===== config.mk =====
export PLATFORM = sky130hd
export DESIGN_NAME = decode_issue_queue
export DESIGN_NICKNAME = d
export VERILOG_FILES = /design/src/rtl/decode_issue_queue.sv
export SDC_FILE = /design/constraint.sdc
export NUM_CORES = 1
export LEC_CHECK = 0
export BUFFER_PORTS_ARGS = -buffer_cell sky130_fd_sc_hd__buf_2
export CAP_MARGIN = 20
export CORE_MARGIN = 1.5
export CORE_UTILIZATION = 45
export DETAILED_ROUTE_END_ITERATION = 6
export GPL_TIMING_DRIVEN = 0
export MAX_ROUTING_LAYER = met4
export PLACE_DENSITY_LB_ADDON = 0.3
export RECOVER_POWER = 100
export SETUP_SLACK_MARGIN = 0.3
export SLEW_MARGIN = 30
export SYNTH_ARGS = -nofsm -noshare
export SYNTH_HDL_FRONTEND = slang
export SYNTH_SLANG_ARGS = --single-unit

===== constraint.sdc =====
create_clock -name clk -period 2.23 [get_ports clk]
set_input_delay 0.1115 -clock clk [delete_from_list [all_inputs] [get_ports clk]]
set_output_delay 0.1115 -clock clk [all_outputs]
set_load 0.1 [all_outputs]

===== src/rtl/decode_issue_queue.sv =====
// decode_issue_queue: elastic in-order buffer between decode and execute.
// Holds up to DEPTH decoded records, serializes privileged/exception records,
// and drops everything on flush.
// Optional feature macro: DECODE_ISSUE_BYPASS_EN (empty-queue same-cycle bypass).

package decode_issue_pkg;

    typedef struct packed {
        logic is_eret;
        logic is_sys;
        logic is_bp;
        logic cp0write;
        logic regwrite;
        logic memread;
        logic memwrite;
    } ctl_t;

    typedef struct packed {
        ctl_t        ctl;
        logic [31:0] raw;
    } instr_t;

    typedef struct packed {
        instr_t      instr;
        logic        exception_ri;
        logic [31:0] pcplus4;
    } decode_data_t;

endpackage

module decode_issue_queue
    import decode_issue_pkg::*;
#(
    parameter int unsigned DEPTH = 4,
    parameter int unsigned CNT_W = $clog2(DEPTH + 1)
) (
    input  logic             clk,
    input  logic             resetn,
    input  logic             flush,
    input  logic             in_valid,
    output logic             in_ready,
    input  decode_data_t     in_data,
    output logic             out_valid,
    input  logic             out_ready,
    output decode_data_t     out_data,
    output logic [CNT_W-1:0] count,
    output logic             serial_lock
);

    localparam int unsigned PTR_W = $clog2(DEPTH);

    typedef enum logic {
        StOpen,
        StLocked
    } ser_state_t;

    logic [PTR_W-1:0] r_wr_ptr;
    logic [PTR_W-1:0] r_rd_ptr;
    logic [CNT_W-1:0] r_count;
    decode_data_t     r_mem [DEPTH];
    ser_state_t       r_state;
    logic             r_serial_lock;

    logic             w_in_ready;
    logic             w_bypass;
    logic             w_enq;
    logic             w_deq;
    logic             w_is_serial;
    logic [CNT_W-1:0] w_count_nxt;

    // Ready depends only on registered state; a full queue refuses even if the head drains now.
    assign w_in_ready = (r_count != CNT_W'(DEPTH)) && !r_serial_lock;

`ifdef DECODE_ISSUE_BYPASS_EN
    // Empty and open: hand the incoming record straight to execute without storing it.
    assign w_bypass = (r_count == '0) && (r_state == StOpen) && in_valid && out_ready && !flush;
`else
    assign w_bypass = 1'b0;
`endif

    // Flush discards any handshake in its cycle; a bypassed record never enters storage.
    assign w_enq = in_valid && w_in_ready && !w_bypass && !flush;
    assign w_deq = (r_count != '0) && out_ready && !flush;

    assign w_is_serial = in_data.instr.ctl.is_eret | in_data.instr.ctl.is_sys |
                         in_data.instr.ctl.is_bp | in_data.instr.ctl.cp0write |
                         in_data.exception_ri;

    assign in_ready    = w_in_ready;
    assign out_valid   = (r_count != '0) || w_bypass;
    assign out_data    = w_bypass ? in_data : r_mem[r_rd_ptr];
    assign count       = r_count;
    assign serial_lock = r_serial_lock;

    // Occupancy next-state: simultaneous enqueue and dequeue leave it unchanged.
    always_comb begin
        w_count_nxt = r_count;
        unique case ({w_enq, w_deq})
            2'b10:   w_count_nxt = r_count + CNT_W'(1);
            2'b01:   w_count_nxt = r_count - CNT_W'(1);
            default: w_count_nxt = r_count;
        endcase
    end

    // Pointers and occupancy; pointers wrap naturally since DEPTH is a power of two.
    always_ff @(posedge clk or negedge resetn) begin
        if (!resetn) begin
            r_wr_ptr <= '0;
            r_rd_ptr <= '0;
            r_count  <= '0;
        end else if (flush) begin
            r_wr_ptr <= '0;
            r_rd_ptr <= '0;
            r_count  <= '0;
        end else begin
            if (w_enq) begin
                r_wr_ptr <= r_wr_ptr + PTR_W'(1);
            end
            if (w_deq) begin
                r_rd_ptr <= r_rd_ptr + PTR_W'(1);
            end
            r_count <= w_count_nxt;
        end
    end

    // Record storage; cleared on reset so an idle head reads as zero.
    always_ff @(posedge clk or negedge resetn) begin
        if (!resetn) begin
            for (int i = 0; i < DEPTH; i++) begin
                r_mem[i] <= '0;
            end
        end else if (w_enq) begin
            r_mem[r_wr_ptr] <= in_data;
        end
    end

    // Serialize FSM: a serializing record is always the youngest entry, so the dequeue that
    // empties the queue is the one that retires it.
    always_ff @(posedge clk or negedge resetn) begin
        if (!resetn) begin
            r_state       <= StOpen;
            r_serial_lock <= 1'b0;
        end else if (flush) begin
            r_state       <= StOpen;
            r_serial_lock <= 1'b0;
        end else begin
            unique case (r_state)
                StOpen: begin
                    if (w_enq && w_is_serial) begin
                        r_state       <= StLocked;
                        r_serial_lock <= 1'b1;
                    end
                end
                StLocked: begin
                    if (w_deq && (r_count == CNT_W'(1))) begin
                        r_state       <= StOpen;
                        r_serial_lock <= 1'b0;
                    end
                end
                default: begin
                    r_state       <= StOpen;
                    r_serial_lock <= 1'b0;
                end
            endcase
        end
    end

endmodule


== After elaboration in Yosys (flattened, before gate mapping) ==
Index checks and enable logic that the tools add are counted.
Storage, ports and cells
  input port bits: 77
  logic and storage cells: 100
  register bits: 297
  output and inout bits: 78
Operators by class
  muxes and demuxes: 20
  bitwise gates (word level): 7
  eq/ne operators: 6
  reductions and logical operators: 15
  $lt $le $gt $ge: 3
  add/sub/neg operators: 4
Operator list (count)
  288-bit bitwise mux: 1
  72-bit two-way mux: 3
  72-bit binary-select mux with 2-bit select: 1
  72-bit demux with 2-bit select: 1
  1-bit logical AND: 8
  2-bit two-way mux: 4
  3-bit greater-or-equal comparator, second input constant: 2
  1-bit two-way mux: 6
  3-bit != test, second input constant: 2
  2-bit NOT with 3-bit output: 2
  3-bit case mux with 2 select lines: 1
  3-bit nonzero test: 2
  2-bit by 1-bit adder with 2-bit output, second input constant: 2
  1-bit bitwise OR: 4
  1-bit case mux with 2 select lines: 2
  2-bit nonzero test: 2
  3-bit by 1-bit adder with 3-bit output, second input constant: 1
  3-bit by 1-bit equality test with 1-bit output, second input constant: 1
  3-bit by 1-bit less-than comparator with 1-bit output, second input constant: 1
  3-bit two-way mux: 1
  3-bit by 2-bit != test with 1-bit output, second input constant: 1
  3-bit by 1-bit subtractor with 3-bit output, second input constant: 1
  2-bit by 1-bit equality test with 1-bit output, second input constant: 1
  2-bit equality test, second input constant: 1
  3 further kinds: 4

== Depth between registers and ports, before layout ==
Gate-level depths: netlist of run 1.
  depth in word-level cells: 8
  mapped depth: 8
  depth with buffers taken out: 7

== Least setup slack after synthesis of run 1 ==
OpenSTA, ideal clock, no wires.
  kind: reg2out
  from: reg r_count[1], in the netlist count[1]
  to: out in_ready
  required time: 2.118 ns
  buffers on the path: 0
  arrival: 2.941 ns
  slack: -0.822 ns
  stages on the path, launching flop included: 4
  cells stage by stage: dfrtp_1 > inv_1 > ha_1 > a21oi_1
Between the ends
  word-level cells in the longest chain between the ends: 2
Ends and longest elaborated chain
  start: declaration: RTL line 59  | logic [CNT_W-1:0] r_count;
  start signal: assignment: RTL line 122  | r_count <= w_count_nxt;
  3-bit != test: RTL line 72  | assign w_in_ready = (r_count != CNT_W'(DEPTH)) && !r_serial_lock;
  1-bit logical AND: RTL line 72
  end: declaration: RTL line 41  | output logic in_ready,
Every way passes these cells.

==> key figures, run 1 <==
Logic synthesis
  – Asr flop ratio synth: 100%
  – Syn Area/Cell: 17.2 µm²
  – Synthesized netlist cell count: 762
  – Post-synth EDFFs: 0
  – Flops & latches, synth: 297
  – Netlist cell types: 31
  – Seq/Total Area, Yosys: 56.7%
  – Area of the mapped netlist: 13100 µm²
  – Ys flop type: dfrtp_1
  – Mapped Nets: 847
  – Synth Warn #: 0

Floorplan
  – Die Y: 174 µm
  – Boundary Pins: 155
  – Die footprint: 30200 µm²
  – Core area: 28700 µm²
  – Width of the die: 174 µm
  – # rows: 62
  – Starting Density: 45.7%

STA
  – Finish-stage setup viols: 0
  – RSZ-0062 raised after global routing: true
  – Final hold viol count: 0
  – Total negative slack for setup checks: 0 ns
  – Post-route minimum period: 2.17 ns
  – Fmax: 0.460 GHz
  – Max Slew Vio Count: 0
  – Period utilisation layout: 97.5%
  – Worst slew margin: 23.3%
  – Hold_ws: 0.135 ns
  – Fin Clk Skew: 0.0150 ns
  – Worst slew pin tran: 1.16 ns

Worst setup path
  – Crit path max fanout: 10
  – CP required: 2.12 ns
  – Reg2Reg Launch Point: count[0]$_DFFE_PN0P_
  – CP Launch Type: flop
  – Worst R2R Path Depth: 10
  – Worst path arrival time: 2.06 ns
  – CP endpoint kind: output pin
  – R2r setup slk: 0.06 ns
  – Setup CP Type: reg -> out
  – RR Endpoint: r_mem[238]$_DFFE_PN0P_

Clock tree
  – Clock latency on the worst-skew pair: 0.50 ns
  – CTS H-tree lvls: 2
  – CTS tree: done
  – Clock-pin transition on the worst setup and hold timing paths: 0.06 ns
  – TritonCTS Sinks: 297
  – CTS Buf Count: 35
  – Clock Tree Root: clkbuf_16
  – Largest buffer count on any clock path: 3

Detailed routing
  – Post-route DRC: 0
  – Met2 wire length: 15400 µm
  – Top sig layer: met4
  – Met1 WL: 13700 µm
  – Initial DRT Pass Iterations: 4
  – DRT Wirelength: 30700 µm
  – ANT nets after route: 0
  – Met3 routed WL: 1120 µm
  – Iteration-0 DRC Markers: 302
  – Via/cell ratio: 5.29
  – Vias: 7912
  – WL/cell: 20.6 µm

Layout
  – Cell Count, Final, Fillers Out: 1495
  – Fillers: 2207
  – # diodes: 0
  – Nets: 1172
  – Finished Cell Area: 17700 µm²
  – Share of cells above drive strength 1: 61.7%
  – Area Growth Syn to Fin: 34.9%

Global route
  – Largest net degree at the start of global routing: 83
  – Global-route wire length before repair: 47800 µm
  – Initial antenna violation count: 0
  – Total GRT Usage: 20.9%
  – Grt total ovfl: 0
  – Vias in the first global route: 8500

Place
  – Dpl cells: 1303
  – GP Congestion: 0.768
  – Placed Instance Area: 14500 µm²
  – Post-DP HPWL: 17500 µm
  – IO buf count: 154

Flow run
  – Number of max-cap violations: 0

Hold path
  – Hold path start: in_valid
  – Worst hold stages: 4
  – Worst Hold Class: in -> reg
  – Hold Path Sink: count[1]$_DFFE_PN0P_

Run status
  – Status: finished clean
[critical path: stages, from the launching register on]
cell	delay (ns)
dfrtp_2	0.44
buf_12	0.18
buf_12	0.16
mux4_2	0.57
buf_12	0.20
[Yosys cell counts (2+ instances only)]
| cell type | count | area [µm²] |
|---|---|---|
| buf_1 | 3 | 11.3 |
| nand2_1 | 2 | 7.51 |
| nand2_2 | 3 | 18.8 |
| buf_2 | 8 | 40.0 |
| nor2_1 | 8 | 30.0 |
| buf_6 | 28 | 315 |
| nand3_1 | 3 | 15.0 |
| xnor2_1 | 3 | 26.3 |
| mux2_2 | 289 | 3250 |
| a21oi_1 | 5 | 25.0 |
| o21ai_0 | 2 | 10.0 |
| mux4_2 | 72 | 1620 |
| o2111a_1 | 2 | 22.5 |
| inv_1 | 8 | 30.0 |
| dfrtp_1 | 297 | 7430 |
| clkbuf_1 | 7 | 26.3 |
| ha_1 | 8 | 100 |
[layout by cell type, fill, tap and decap left out, types with 3 or more instances in the layout]
cell type,instances
buf_6,78
mux4_2,72
xnor2_1,3
nand2_8,4
nand3_1,3
dlygate4sd3_1,74
buf_4,16
buf_16,5
clkbuf_16,44
buf_8,3
clkbuf_4,10
clkbuf_2,27
a21oi_1,4
buf_12,22
inv_1,5
nor2_1,8
ha_1,7
dfrtp_2,3
buf_2,78
mux2_2,288
dfrtp_1,292
clkbuf_8,10
clkinv_2,7
nand2_4,5
clkbuf_1,13
[registers in the layout, summed over array words and instances, names as in the netlist]
register     cells
r_wr_ptr         2
count            3
serial_lock      1
r_mem          288
r_state          1
r_rd_ptr         2
[logic make-up (layout without fill, tap and decap cells)]
logic type | count (synthesis) | in the layout | share of synthesized area (%)
simple gates | 23 | 29 | 1.03
xor+xnor | 4 | 4 | 0.267
buf+inv | 54 | 397 | 3.23
mux | 361 | 361 | 37.2
flops | 297 | 297 | 56.7
compound gates | 14 | 14 | 0.754
fa+ha+maj | 9 | 9 | 0.840
[what timing repair did]
item                                   in CTS  in global routing
endpoints found under the hold margin     354                  0
hold buffers                               74                  0
resized for setup                         230                 65
cloned                                     16                 13
pin swaps                                   3                  3
setup buffers                              20                  8
setup endpoints to repair                 358                365
[worst max-delay path by stage]
stage                            startpoint                   end  cells after the start
global route        r_rd_ptr[0]$_DFFE_PN0P_          out_data[21]                      4
finish              r_rd_ptr[0]$_DFFE_PN0P_          out_data[21]                      4
detailed placement  r_rd_ptr[1]$_DFFE_PN0P_          out_data[71]                      4
floorplan              count[1]$_DFFE_PN0P_  count[2]$_DFFE_PN0P_                      7
CTS                 r_rd_ptr[0]$_DFFE_PN0P_          out_data[68]                      4
global placement                     resetn  count[1]$_DFFE_PN0P_                      1
[metal layers]
metal | track usage [%] | vias up
li1 | - | 3541
met1 | 27.8 | 4190
met2 | 34.1 | 148
met3 | 3.33 | 33
met4 | 4.63 | 0
met5 | - | -
[through the flow]
stage,setup slack (ns),utilization [%]
floorplan,0.0865,-
global placement,-5.73,50.2
detailed placement,-0.310,50.6
CTS,0.0475,61.9
global route,-0.0125,61.6
finish,0.0560,61.6
[layout make-up]
cell class | count | area [µm²] | share of cell area [%]
sequential | 297 | 7440 | 42.1
clock buffer | 52 | 1060 | 6.01
clock inverter | 9 | 73.8 | 0.417
tap | 384 | 480 | 2.72
inverter | 8 | 36.3 | 0.205
multi-input combinational | 417 | 5400 | 30.6
buffer | 46 | 499 | 2.82
timing repair buffer | 282 | 2690 | 15.2
Power of run 1 is not shown: default switching activity piles up to over one toggle a cycle in this logic, so the estimate is an artifact.
==> run 2, diff against run 1 <==
--- a/config.mk
+++ b/config.mk
@@ -10,7 +10,6 @@
 export CORE_MARGIN = 1.5
 export CORE_UTILIZATION = 45
 export DETAILED_ROUTE_END_ITERATION = 6
-export GPL_TIMING_DRIVEN = 0
 export MAX_ROUTING_LAYER = met4
 export PLACE_DENSITY_LB_ADDON = 0.3
 export RECOVER_POWER = 100
==> run 2 against run 1 <==
Effect of this change: the run now ends with capacitance limit, slew limit left; clock-buffer cell count decreased by 3; global-route usage rose by 2.4 points; largest cell class unchanged; utilization increased by 4.6 points; routed wire length increased by 17%; cell area increased by 7.5%; sequential cell count stayed put; worst setup slack got worse by 0.028 ns; hold slack got worse by 0.11 ns; clock skew grew 0.0033 ns; sequential share of layout area down 2.9 points; register-to-register slack improved by 0.03 ns.
==> key figures, run 2 (synthesized netlist as in run 1, its figures left out) <==
Worst setup path
  – Worst path arrival time: 2.09 ns
  – Reg2Reg Launch Point: count[0]$_DFFE_PN0P_
  – RR Endpoint: r_mem[287]$_DFFE_PN0P_
  – R2r setup slk: 0.09 ns
  – CP Launch Type: flop
  – CP required: 2.12 ns
  – Setup CP Type: reg -> out
  – CP endpoint kind: output pin
  – Crit path max fanout: 8
  – Worst R2R Path Depth: 9

STA
  – Fmax: 0.454 GHz
  – Post-route minimum period: 2.20 ns
  – Fin Clk Skew: 0.0183 ns
  – RSZ-0062 raised after global routing: true
  – Max Slew Vio Count: 70
  – Finish-stage setup viols: 0
  – Period utilisation layout: 98.7%
  – Worst slew margin: -20.7%
  – Final hold viol count: 0
  – Worst slew pin tran: 1.81 ns

Detailed routing
  – Via/cell ratio: 5.43
  – DRT Wirelength: 35900 µm
  – WL/cell: 23.9 µm
  – Initial DRT Pass Iterations: 4
  – Vias: 8159
  – ANT nets after route: 0
  – Post-route DRC: 0
  – Iteration-0 DRC Markers: 559

Hold path
  – Worst Hold Class: in -> reg
  – Hold Path Sink: r_state$_DFF_PN0_
  – Worst hold stages: 4
  – Hold path start: out_ready

Place
  – GP Congestion: 0.773
  – IO buf count: 154
  – Post-DP HPWL: 16000 µm
  – Dpl cells: 1276
  – Placed Instance Area: 14400 µm²

Layout
  – Share of cells above drive strength 1: 62.4%
  – Nets: 1179
  – Top reg by flops: r_mem
  – Commonest non-fill, non-tap cell in the layout: dfrtp_1
  – Area Growth Syn to Fin: 45.0%
  – Cell Count, Final, Fillers Out: 1502
  – Most frequent cells in the layout: dfrtp_1, mux2_2, buf_2
  – Max FFs per register: 288
  – Fillers: 1965
  – # diodes: 0
  – Finished Cell Area: 19000 µm²

Global route
  – Global-route wire length before repair: 51800 µm
  – Initial antenna violation count: 0
  – Total GRT Usage: 23.3%
  – Grt total ovfl: 0
  – Vias in the first global route: 8727
  – Largest net degree at the start of global routing: 73

Floorplan
  – Width of the die: 174 µm
  – # rows: 62
  – Starting Density: 45.7%
  – Core area: 28700 µm²
  – Die Y: 174 µm
  – Die footprint: 30200 µm²
  – Boundary Pins: 155

Flow run
  – Number of max-cap violations: 1

Clock tree
  – CTS H-tree lvls: 2
  – CTS Buf Count: 34
  – Clock Tree Root: clkbuf_16
  – CTS tree: done
  – TritonCTS Sinks: 297
  – Largest buffer count on any clock path: 3
  – Clock latency on the worst-skew pair: 0.50 ns
  – Clock-pin transition on the worst setup and hold timing paths: 0.06 ns

Run status
  – Failing checks: capacitance limit, slew limit
  – Status: finished with violations
==> run 2: per-layer routing <==
metal | GRT usage (%) | up-vias | wire, µm
met5 | - | - | 0
met4 | 6.47 | 0 | 860
met3 | 3.25 | 56 | 1640
met2 | 35.8 | 205 | 17100
met1 | 32.8 | 4351 | 16300
li1 | - | 3547 | -
==> run 2: cell type report <==
| cell class | count | area, µm² | area share (%) |
|---|---|---|---|
| sequential | 297 | 7450 | 39.2 |
| inverter | 8 | 36.3 | 0.191 |
| clock inverter | 11 | 155 | 0.816 |
| multi-input combinational | 413 | 5500 | 29.0 |
| clock buffer | 49 | 1060 | 5.58 |
| tap | 384 | 480 | 2.53 |
| timing repair buffer | 340 | 4320 | 22.7 |
==> run 2: worst max path at each step <==
stage                       endpoint               startpoint
2_1_floorplan   count[2]$_DFFE_PN0P_     count[1]$_DFFE_PN0P_
3_3_place_gp   r_mem[25]$_DFFE_PN0P_     count[1]$_DFFE_PN0P_
3_5_place_dp   r_mem[28]$_DFFE_PN0P_     count[1]$_DFFE_PN0P_
4_1_cts                  out_data[0]  r_rd_ptr[0]$_DFFE_PN0P_
5_1_grt                 out_data[40]  r_rd_ptr[0]$_DFFE_PN0P_
6_report                out_data[40]  r_rd_ptr[0]$_DFFE_PN0P_
==> run 2: critical path: stages, from the launching register on <==
cell	delay (ns)
dfrtp_4	0.52
buf_12	0.15
clkbuf_16	0.17
mux4_2	0.54
buf_6	0.21
==> run 2: through the flow <==
| step | setup TNS, ns | util [%] | worst slack [ns] | hold WS [ns] |
|---|---|---|---|---|
| final | 0 | 66.2 | 0.0281 | 0.0284 |
| after detailed placement | 0 | 50.2 | 0.149 | 0.143 |
| after global placement | 0 | 50.2 | 0.206 | 0.140 |
| after floorplan | 0 | - | 0.0865 | -0.184 |
| after global routing | -0.150 | 66.2 | -0.0318 | 0.0383 |
| after CTS | 0 | 63.2 | 0.0274 | 0.00392 |
==> run 2: repair_timing <==
item / CTS / global route
resized for setup: 184 / 205
hold buffers: 74 / 0
pin swaps: 7 / 4
setup endpoints to repair: 351 / 364
hold endpoints to repair: 361 / 0
cloned: 33 / 14
buffers inserted: 33 / 12
Power of run 2 is left out for the same reason.
